### src/rtl/sdma_req_arbiter_pkg.sv
// sdma_req_arbiter_pkg: shared FSM encodings and widths for the SDMA request arbiter family.
package sdma_req_arbiter_pkg;
  localparam int IW = 3;
  localparam logic [2:0] ST_IDLE   = 3'd0;
  localparam logic [2:0] ST_REQ    = 3'd1;
  localparam logic [2:0] ST_ACTIVE = 3'd2;
  localparam logic [2:0] ST_DONE   = 3'd3;
  localparam logic [2:0] ST_ERR    = 3'd4;
  function automatic logic [3:0] wrap_idx(input logic [3:0] s, input int n);
    return (s >= 4'(n)) ? s - 4'(n) : s;
  endfunction
endpackage

### src/rtl/sdma_rr_pick.sv
// sdma_rr_pick: combinational round-robin picker, first eligible requester after ptr (wrapping).
module sdma_rr_pick
  import sdma_req_arbiter_pkg::*;
#(
  parameter int N = 4
) (
  input  logic [N-1:0]  eligible,
  input  logic [IW-1:0] ptr,
  output logic [N-1:0]  win,
  output logic [IW-1:0] idx,
  output logic          any
);
  logic [N-1:0] rot;
  logic [3:0]   off;
  logic [3:0]   s;
  always_comb begin
    rot = N'({eligible, eligible} >> (ptr + 3'd1));
    off = '0;
    for (int j = N - 1; j >= 0; j--) if (rot[j]) off = 4'(j);
    any = |rot;
    s   = wrap_idx(4'(ptr) + 4'd1 + off, N);
    idx = 3'(s);
    win = any ? (N'(1) << idx) : '0;
  end
endmodule

### src/rtl/sdma_req_arbiter.sv
// sdma_req_arbiter: round-robin sharing of one SDMA channel among N_REQ fabric requesters, with timeout.
module sdma_req_arbiter
  import sdma_req_arbiter_pkg::*;
#(
  parameter int             N_REQ       = 4,
  parameter int             TO_W        = 16,
  parameter logic [TO_W-1:0] TIMEOUT_CYC = 16'hFFF
) (
  input  logic             WB_CLK,
  input  logic             WB_RST_n,
  input  logic [N_REQ-1:0] Req_i,
  input  logic [N_REQ-1:0] Sreq_i,
  input  logic [N_REQ-1:0] Mask_i,
  output logic [N_REQ-1:0] Grant_o,
  output logic [N_REQ-1:0] Done_o,
  output logic             SDMA_Req_o,
  output logic             SDMA_Sreq_o,
  input  logic             SDMA_Done_i,
  input  logic             SDMA_Active_i,
  output logic             Err_Intr_o,
  output logic [2:0]       Err_Src_o
);
  logic [2:0]       state;
  logic [IW-1:0]    ptr;
  logic [IW-1:0]    widx;
  logic [TO_W-1:0]  cnt;
  logic [N_REQ-1:0] win;
  logic [IW-1:0]    idx;
  logic             any;
  logic             owner_req;
  sdma_rr_pick #(.N(N_REQ)) u_pick (
    .eligible(Mask_i & (Req_i | Sreq_i)),
    .ptr     (ptr),
    .win     (win),
    .idx     (idx),
    .any     (any)
  );
  assign owner_req = |((Req_i | Sreq_i) & Grant_o);
  always_ff @(posedge WB_CLK or negedge WB_RST_n)
    if (!WB_RST_n) begin
      state       <= ST_IDLE;
      ptr         <= IW'(N_REQ - 1);
      widx        <= '0;
      cnt         <= '0;
      Grant_o     <= '0;
      Done_o      <= '0;
      SDMA_Req_o  <= 1'b0;
      SDMA_Sreq_o <= 1'b0;
      Err_Intr_o  <= 1'b0;
      Err_Src_o   <= '0;
    end else begin
      Done_o     <= '0;
      Err_Intr_o <= 1'b0;
      case (state)
        ST_IDLE:
          if (any) begin
            Grant_o     <= win;
            widx        <= idx;
            SDMA_Req_o  <= |(Req_i & win);
            SDMA_Sreq_o <= ~|(Req_i & win) & |(Sreq_i & win);
            cnt         <= '0;
            state       <= ST_REQ;
          end
        ST_REQ: begin
          cnt <= (&cnt) ? cnt : cnt + 1'b1;
          // Done beats Active, which beats withdrawal, which beats timeout
          if (SDMA_Done_i) begin
            SDMA_Req_o  <= 1'b0;
            SDMA_Sreq_o <= 1'b0;
            Done_o      <= Grant_o;
            state       <= ST_DONE;
          end else if (SDMA_Active_i) begin
            SDMA_Req_o  <= 1'b0;
            SDMA_Sreq_o <= 1'b0;
            state       <= ST_ACTIVE;
          end else if (!owner_req) begin
            SDMA_Req_o  <= 1'b0;
            SDMA_Sreq_o <= 1'b0;
            Grant_o     <= '0;
            state       <= ST_IDLE;
          end else if (cnt >= TIMEOUT_CYC - 1'b1) begin
            SDMA_Req_o  <= 1'b0;
            SDMA_Sreq_o <= 1'b0;
            Err_Intr_o  <= 1'b1;
            Err_Src_o   <= widx;
            state       <= ST_ERR;
          end
        end
        ST_ACTIVE:
          if (SDMA_Done_i) begin
            Done_o <= Grant_o;
            state  <= ST_DONE;
          end
        ST_DONE, ST_ERR: begin
          Grant_o <= '0;
          ptr     <= widx;
          state   <= ST_IDLE;
        end
        default: state <= ST_IDLE;
      endcase
    end
endmodule
### config.mk
export PLATFORM = sky130hd
export DESIGN_NAME = sdma_req_arbiter
export DESIGN_NICKNAME = d
export VERILOG_FILES = /design/src/rtl/sdma_req_arbiter_pkg.sv /design/src/rtl/sdma_rr_pick.sv /design/src/rtl/sdma_req_arbiter.sv
export SDC_FILE = /design/constraint.sdc
export NUM_CORES = 1
export LEC_CHECK = 0
export CELL_PAD_IN_SITES_DETAIL_PLACEMENT = 1
export CELL_PAD_IN_SITES_GLOBAL_PLACEMENT = 1
export CORE_UTILIZATION = 49
export CTS_CLUSTER_DIAMETER = 80
export CTS_CLUSTER_SIZE = 16
export DETAILED_ROUTE_END_ITERATION = 7
export DONT_BUFFER_PORTS = 1
export PLACE_DENSITY = 0.84
export SYNTH_ARGS = -nofsm -noshare
export SYNTH_HDL_FRONTEND = slang
export SYNTH_SLANG_ARGS = --single-unit
### constraint.sdc
create_clock -name WB_CLK -period 4.4 [get_ports WB_CLK]
set_clock_uncertainty 0.05 [all_clocks]
set_input_delay 0.44 -clock WB_CLK [delete_from_list [all_inputs] [get_ports WB_CLK]]
set_output_delay 0.44 -clock WB_CLK [all_outputs]
set_load 0.005 [all_outputs]
### Yosys cells after proc, flatten, opt, wreduce, memory -nomap -nowiden

Cells that the tools add are included.

* register bits after elaboration: 39
* latch bits: 0
* memory bits (writable): 0
* ROM bits: 0
* input bits: 16
* output and inout port bits: 14
* word-level logic and storage cells: 91
* memories: 0

* add/subtract/negate cells: 5
* multipliers: 0
* div/mod/pow operators: 0
* $lt $le $gt $ge: 2
* equal/unequal tests: 11
* shift-type cells: 2
* mux-type cells: 36
* bitwise logic cells: 8
* reductions and logical operators: 17

Operators with widths (count)
* $mux 16: 2
* $pmux 16 s2: 1
* $mux 4: 7
* $mux 3: 7
* $add 16x1->16 const B: 1
* $and 4x4->4: 4
* $ge 16x12->1 const B: 1
* $reduce_and 16->1: 1
* $reduce_or 4->1: 4
* $ne 2x2->1 const B: 6
* $pmux 4 s3: 1
* $mux 1: 11
* $reduce_and 5->1: 2
* $pmux 3 s3: 1
* $reduce_and 3->1: 3
* $mux 2: 4
* $shr 8x3->4: 1
* $eq 3x2->1 const B: 2
* $ne 5x5->1 const B: 1
* $add 3x1->4 const B: 1
* $add 4x2->4: 1
* $ge 4x3->1 const B: 1
* $or 4x4->4: 1
* $pmux 1 s2: 2
* 13 further kinds: 15

### Longest topological paths before layout

Gate-level depths: netlist of the first run.

* depth after elaboration: 18
* gate-level depth with buffers: 12
* gate-level depth less buffers: 12

### Cells and area by module

From an unflattened synthesis of the first run, not the netlist that was laid out.

* cell total of the unflattened synthesis: 272
* area total of the unflattened synthesis: 2501.1 um2

Modules (own cells, without submodules)
* sdma_req_arbiter: times used 1, cells an instance 235, area each 2179.6 um2, seq. area each 978.4 um2
* sdma_rr_pick: times used 1, cells an instance 37, area each 321.6 um2, seq. area each 0.0 um2

### Least setup slack after synthesis of the first run

No wires, ideal clock.

* path type: register -> register
* start: register ptr[1]
* end: register SDMA_Sreq_o
* setup time: 121 ps
* arrival: 2911 ps
* data required time: 4229 ps
* path slack: 1318 ps
* cell stages (with the launch flop): 12
* buffers on the path: 0
* clock period less this slack: 3082 ps
* cell sequence: dfstp_2 -> ha_1 -> xor2_1 -> nor2_1 -> a31o_2 -> a221o_1 -> nand2_1 -> ha_1 -> fa_1 -> mux4_2 -> nor2b_1 -> a22o_1

* cells in the longest elaborated chain, start to end: 17
* elaborated cells on any way between the ends: 24
* those cells by class: add/sub: 4; order compare: 1; eq/ne: 1; shift: 2; mux: 8; bitwise: 3; reduce/logical: 5

RTL lines
* from (decl): line sdma_req_arbiter.sv:24 `logic [IW-1:0] ptr;`
* from (signal assigned): line sdma_req_arbiter.sv:42 `ptr <= IW'(N_REQ - 1);`
* from (signal assigned): line sdma_req_arbiter.sv:96 `ptr <= widx;`
* $add 3x1->3: line sdma_rr_pick.sv:17 `rot = N'({eligible, eligible} >> (ptr + 3'd1));`
* $shr 8x3->4: line sdma_rr_pick.sv:17
* $mux 2 (4 in a row): line sdma_rr_pick.sv:19 `for (int j = N - 1; j >= 0; j--) if (rot[j]) off = 4'(j);`
* $add 4x2->4: line sdma_rr_pick.sv:21 `s = wrap_idx(4'(ptr) + 4'd1 + off, N);`
* $ge 4x3->1 / $sub 3x3->3 (equally long branches): line sdma_req_arbiter_pkg.sv:10 `return (s >= 4'(n)) ? s - 4'(n) : s;`
* $mux 3: line sdma_req_arbiter_pkg.sv:10
* $shl 1x3->4: line sdma_rr_pick.sv:23 `win = any ? (N'(1) << idx) : '0;`
* $mux 4: line sdma_rr_pick.sv:23
* $and 4x4->4: line sdma_req_arbiter.sv:60 `SDMA_Sreq_o <= ~|(Req_i & win) & |(Sreq_i & win);`
* $reduce_or 4->1: line sdma_req_arbiter.sv:60
* $logic_not 1->1: line sdma_req_arbiter.sv:60
* $and 1x1->1: line sdma_req_arbiter.sv:60
* $mux 1: line sdma_req_arbiter.sv:56 `if (any) begin`
* $pmux 1 s2: line sdma_req_arbiter.sv:54 `case (state)`
* to (signal assigned): line sdma_req_arbiter.sv:60
* to (decl): line sdma_req_arbiter.sv:17 `output logic SDMA_Sreq_o,`

Several ways; a longest one is shown, not always the timed one. The select of a mux whose other input is x is not followed.
A chain may end at the register's enable or synchronous reset.

### Final worst setup path of the first run

* start: register ptr[0]
* end: register SDMA_Sreq_o

Same word-level chain as after synthesis.

==> flow_summary.ini, run 1 <==
[clocking]
numCtsBuffers = 5
insertion_delay_ns = 0.30
clock_sinks = 39
clk_pin_slew_ns = 0.08
h-tree-depth = 2
tritoncts = done
post-cts-setup-buffers = 0
cts_max_path_buffers = 2
cts-root-buf = clkbuf_8

[floorplanning]
io_pins = 30
core_area_mm2 = 0.00475
num_rows = 25
fp.dieW_um = 72.7
dieArea_mm2 = 0.00529
fp.dieH_um = 72.7
start_util = 0.516

[pwr]
p_leak_nw = 1.16
ir_worst_vdd_uv = 311
internal_power_w = 0.000819
swShare = 0.419
clockPowerShare = 0.190
power.switching_w = 0.000592
combPwrFrac = 0.444
seq_power_share = 0.366
p_per_area_mw_per_mm2 = 542

[grt]
grt_pass1_wl_um = 10600
grt_pass1_vias = 2109
top_usage_layer = met2
grt_overflow = 0
use_met2 = 0.416
grt_max_degree = 40
gr-usage-met1 = 0.369
antenna_found_initial = 0
grt_util_met3 = 0.0525
grt.total_usage = 0.263

[sta]
grt_setup_unrepaired = no
tns_ns = 0
relSlewSlack = 0.527
setup-violations-final = 0
fin_crit_ns = 3.47
timing.final.hold_violations = 0
tightest_slew_ns = 0.702
timing.fmax_ghz = 0.289
min_period_over_period = 0.788
final_max_slew_viol_count = 0

[synth]
ys_top_cells_by_area = dfrtp_1 38%, nand2_1 4.9%, o21ai_0 3.7%
yosysMostFrequentCell = dfrtp_1
synth_warnings = 0
synth_edf_count = 0
postSynthCellCount = 260
synthTopCellsByCount = 37 x dfrtp_1, 32 x nand2_1, 18 x o21ai_0
synthFlopType = dfrtp_1
synth_cell_types = 56
syn_area_mm2 = 0.00245
avgSynthCellArea_um2 = 9.43
async_flop_share = 1.00
synth_top_area_frac = 0.378
syn_nets = 282
synth_largest_area_cell = dfrtp_1
seq_area_frac_synth = 0.399
synth-seq-cells = 39

[drt]
drt-pass1-iter-count = 4
drc = 0
vias = 2103
drt_iter0_drc = 137
via_per_inst = 6.43
drt.antenna.violating_nets = 0
wl_per_cell_um = 19.4
totalWireLength_um = 6330

[hold_path]
min_path_type = input pin to flop

[placed_design]
place_hpwl_um = 4590
gp_congestion = 0.855
place_area_mm2 = 0.00247
io_buffers = 0

[layout]
n_antenna_cell = 0
fill_cells = 558
final_area_mm2 = 0.00260
regArea_um2 = 978
area.growth.synth_to_final_pct = 6.18
drive_gt1_frac = 0.115
fin_nets = 281
multi_input_area_mm2 = 0.00137

[worst_setup_path]
worstPathArrival_ns = 3.61
required_ns = 4.54
crit_type = flop to flop
cp_max_fo = 12
crit_path_start_kind = flop
end_kind = flop

[outcome]
status = finished clean

[flow_run]
maxCapViolCount = 0
-- worst paths after layout --
path,to,slack [ns],cells past startpoint,startpoint
min in group asynchronous,Done_o[3],0.57,2,WB_RST_n
worst min register to register,ptr[1],0.44,2,ptr[1]
worst max register to register,SDMA_Sreq_o,0.93,11,ptr[0]
max in group asynchronous,ptr[1],3.46,2,WB_RST_n
worst min-delay path,state[0],0.29,1,SDMA_Done_i
worst max-delay path,SDMA_Sreq_o,0.93,11,ptr[0]
-- sequential cells by signal, summed over array words and instances, names as in the netlist --
name / count
cnt: 16
Done_o: 4
Err_Intr_o: 1
SDMA_Req_o: 1
widx: 3
Grant_o: 4
ptr: 3
SDMA_Sreq_o: 1
Err_Src_o: 3
state: 3
-- cell type report --
cell class,instances,area share
inverters,11,0.0159
well taps,67,0.0322
clock buffers,8,0.0385
repair buffers,2,0.0115
flip-flops and latches,39,0.376
multi-input cells,200,0.526
-- power by group through the flow --
stage                     logic [W]  registers, W  clock network [W]
after global placement     0.000583      0.000519                  0
after CTS                  0.000624      0.000516           0.000274
final                      0.000627      0.000516           0.000268
after global routing       0.000694      0.000529           0.000290
after detailed placement   0.000606      0.000523                  0
after floorplan            0.000543      0.000463                  0
-- logic make-up (layout without fill, tap and decap cells) --
kind of cell | Yosys count | count (layout) | share of synthesized area
multiplexers | 14 | 14 | 0.0699
XOR/XNOR | 2 | 2 | 0.00715
AND/OR/NAND/NOR | 108 | 108 | 0.234
flip-flops | 39 | 39 | 0.399
buffers and inverters | 21 | 21 | 0.0424
AO/OA/AOI/OAI | 70 | 70 | 0.214
adder cells (fa/ha/maj) | 6 | 6 | 0.0337
-- critical path, stage by stage, from the launching register on --
cell	delay, ns
dfstp_2	0.65
ha_1	0.20
xor2_1	0.36
nor2_1	0.14
a31o_2	0.29
a221o_1	0.29
nand2_1	0.07
ha_1	0.18
fa_1	0.51
mux4_2	0.31
nor2b_1	0.14
a22o_1	0.17
-- what timing repair did --
action | in CTS | in global routing
setup endpoints to repair | 0 | 0
endpoints found under the hold margin | 39 | 0
gates resized for setup | 0 | 0
hold buffers | 2 | 0
-- metrics by stage --
stage                     hold slack, ns   util  total power [W]  instances  setup WS (ns)
final                              0.289  0.547          0.00141        327          0.935
after global routing               0.292  0.547          0.00151        327          0.708
after CTS                          0.279  0.547          0.00141        327          0.980
after detailed placement          0.0952  0.520          0.00113        317          0.996
after global placement            0.0953  0.520          0.00110        317           1.09
after floorplan                   0.0944      -          0.00101        260           1.32
-- per-layer routing --
metal  share of wire  up-vias  wire length [µm]
li1                -      983                 -
met1            0.46     1060              2900
met2            0.47       54              3000
met3           0.057        6               363
met4          0.0092        0                58
met5               0        -                 0
-- placed cells by master, fill, tap and decap left out, types with 4 or more instances in the layout --
| cell | synthesis | routed |
|---|---|---|
| a21oi_1 | 4 | 4 |
| a22o_1 | 4 | 4 |
| a22oi_1 | 4 | 4 |
| a32o_1 | 5 | 5 |
| and2_1 | 4 | 4 |
| and3_1 | 6 | 6 |
| clkbuf_8 | 1 | 7 |
| dfrtp_1 | 37 | 37 |
| ha_1 | 5 | 5 |
| inv_1 | 11 | 11 |
| mux2_2 | 5 | 5 |
| mux2i_1 | 7 | 7 |
| nand2_1 | 32 | 32 |
| nand2b_1 | 7 | 7 |
| nand3_1 | 9 | 9 |
| nand4_1 | 10 | 10 |
| nor2_1 | 13 | 13 |
| nor3_1 | 4 | 4 |
| nor4_1 | 6 | 6 |
| o21a_1 | 4 | 4 |
| o21ai_0 | 18 | 18 |
| o31ai_1 | 6 | 6 |
| or4_1 | 5 | 5 |
Power figures use the tool's default switching activity.
==> inputs of run 2 (changes only) <==
- CORE_UTILIZATION: 49 -> 44
- PLACE_DENSITY: 0.84 -> 0.8
- clock period: 4.4 -> 3.05 ns (I/O delays scaled with it)
==> run 2 against run 1 <==
Compared with the run above:
- first-iteration DRC count fell by 6.6%
- die area rose by 11%
- combinational power up 77%
- highest routed layer unchanged
- critical path type unchanged
- clock power rose by 92%
- utilization decreased by 1.5 points
- hold slack got worse by 0.14 ns
- final area rose by 7.2%
- routed wire length grew 4.1%
- maximum frequency grew 17%
- register-to-register slack lost 0.84 ns
- cell count increased by 4.3%
==> flow_summary.ini, run 2 (synthesis results as in run 1) <==
[floorplanning]
core_area_mm2 = 0.00524
num_rows = 26
fp.dieW_um = 76.6
start_util = 0.468
fp.dieH_um = 76.6
io_pins = 30
dieArea_mm2 = 0.00587

[clocking]
cts_max_path_buffers = 2
tritoncts = done
h-tree-depth = 2
insertion_delay_ns = 0.29
clk_pin_slew_ns = 0.08
numCtsBuffers = 5
cts-root-buf = clkbuf_8
clock_sinks = 39

[layout]
final_cell_mix = 37 x dfrtp_1, 31 x nand2_1, 17 x o21ai_0, 12 x nor2_1, 11 x inv_1
final_core_util = 0.532
top_register = cnt
reg_top3 = cnt: 16 flops, Done_o: 4 flops, Grant_o: 4 flops
layout_commonest_cell = dfrtp_1
area.growth.synth_to_final_pct = 13.8
n_antenna_cell = 0
largest_reg_flops = 16
drive_gt1_frac = 0.181
fin_nets = 292

[sta]
tightest_slew_ns = 0.561
timing.fmax_ghz = 0.338
tns_ns = 0
relSlewSlack = 0.626
final_max_slew_viol_count = 0
min_period_over_period = 0.970
timing.final.hold_violations = 0
setup-violations-final = 0
finalWorstSetupSlack_ns = 0.0929
fin_crit_ns = 2.96

[drt]
wl_per_cell_um = 19.3
drc = 0
drt_iter0_drc = 128
drt-pass1-iter-count = 4
drt.antenna.violating_nets = 0
via_per_inst = 6.49
totalWireLength_um = 6590
vias = 2214

[worst_setup_path]
end_kind = flop
slowest_stage = dfstp_2
worstPathArrival_ns = 3.09
cp_max_fo = 5
crit_type = flop to flop
critPathMaxStageDelay_ns = 0.56
r2r_slack_ns = 0.09
crit_family = adder cells
crit_path_start_kind = flop
r2r_cells = 11
worst-path-buf-inv = 0
crit_top_cell = ha_4
critical_path_depth = 11
path_cells = ha_4 > xor2_4 > o21ai_1 > and3_1 > a311o_1 > nand2_2 > ha_4 > fa_2 > mux4_2 > nor2b_1 > a22o_1
required_ns = 3.18

[placed_design]
place_hpwl_um = 4680
io_buffers = 0
gp_congestion = 0.834
pre_cts_slack_ns = -0.0384

[outcome]
status = finished clean

[pwr]
p_leak_nw = 1.24
clockPowerShare = 0.218
power.switching_w = 0.000923
seq_power_share = 0.309
power_w = 0.00236
ir_worst_vdd_uv = 423
p_per_area_mw_per_mm2 = 845
swShare = 0.392
combPwrFrac = 0.473
internal_power_w = 0.00143

[flow_run]
maxCapViolCount = 0

[grt]
grt_overflow = 0
grt.total_usage = 0.240
grt_max_degree = 40
antenna_found_initial = 0
grt_pass1_wl_um = 11100
grt_pass1_vias = 2170

[hold_path]
min_path_type = input pin to flop
hold_depth = 1
## run 2: cell count changes in the layout (fill, tap and decap cells not counted), sizes merged
cell,previous run,this run
buf,1,12
bufinv,0,2
clkbuf,8,6
## run 2: cell type report
| class | count | area [µm²] |
|---|---|---|
| tap | 70 | 87.6 |
| sequential | 39 | 978 |
| multi-input combinational | 200 | 1430 |
| timing repair buffer | 13 | 116 |
| inverter | 11 | 41.3 |
| clock inverter | 2 | 60.1 |
| fill | 597 | 2450 |
| clock buffer | 6 | 72.6 |
## run 2: repair_timing
item | in CTS | in global routing
resized for setup | 3 | 10
endpoints found under the setup margin | 6 | 6
hold buffers | 2 | 0
endpoints found under the hold margin | 39 | 0
buffers inserted | 1 | 1
pin swaps | 1 | 6
## run 2: layer usage
metal | GRT usage | vias up | share of wire
met2 | 0.376 | 56 | 0.47
met4 | 0.0654 | 0 | 0.0091
met1 | 0.339 | 1134 | 0.46
met5 | 0 | - | 0
met3 | 0.0443 | 8 | 0.061
li1 | - | 1016 | -
## run 2: path summary, 6_finish.rpt
check	startpoint	to
min in group asynchronous	WB_RST_n	widx[2]
setup reg to reg	ptr[1]	SDMA_Sreq_o
hold reg to reg	SDMA_Sreq_o	SDMA_Sreq_o
max in group asynchronous	WB_RST_n	ptr[0]
hold / removal	SDMA_Done_i	state[0]
setup / recovery	ptr[1]	SDMA_Sreq_o
## run 2: power by group through the flow
| stage | Combinational (W) | Clock (W) | Sequential [W] |
|---|---|---|---|
| 2_1_floorplan | 0.000786 | 0 | 0.000668 |
| 3_3_place_gp | 0.000969 | 0 | 0.000725 |
| 3_5_place_dp | 0.00100 | 0 | 0.000731 |
| 4_1_cts | 0.00105 | 0.000521 | 0.000722 |
| 5_1_grt | 0.00124 | 0.000539 | 0.000747 |
| 6_report | 0.00111 | 0.000514 | 0.000730 |
## run 2: through the flow
stage	cells	cell area (µm²)	hold slack, ns
4_1_cts	340	2730	0.145
6_report	341	2790	0.152
3_3_place_gp	329	2550	-0.0398
5_1_grt	341	2790	0.155
3_5_place_dp	329	2550	-0.0398
2_1_floorplan	260	2460	-0.0406
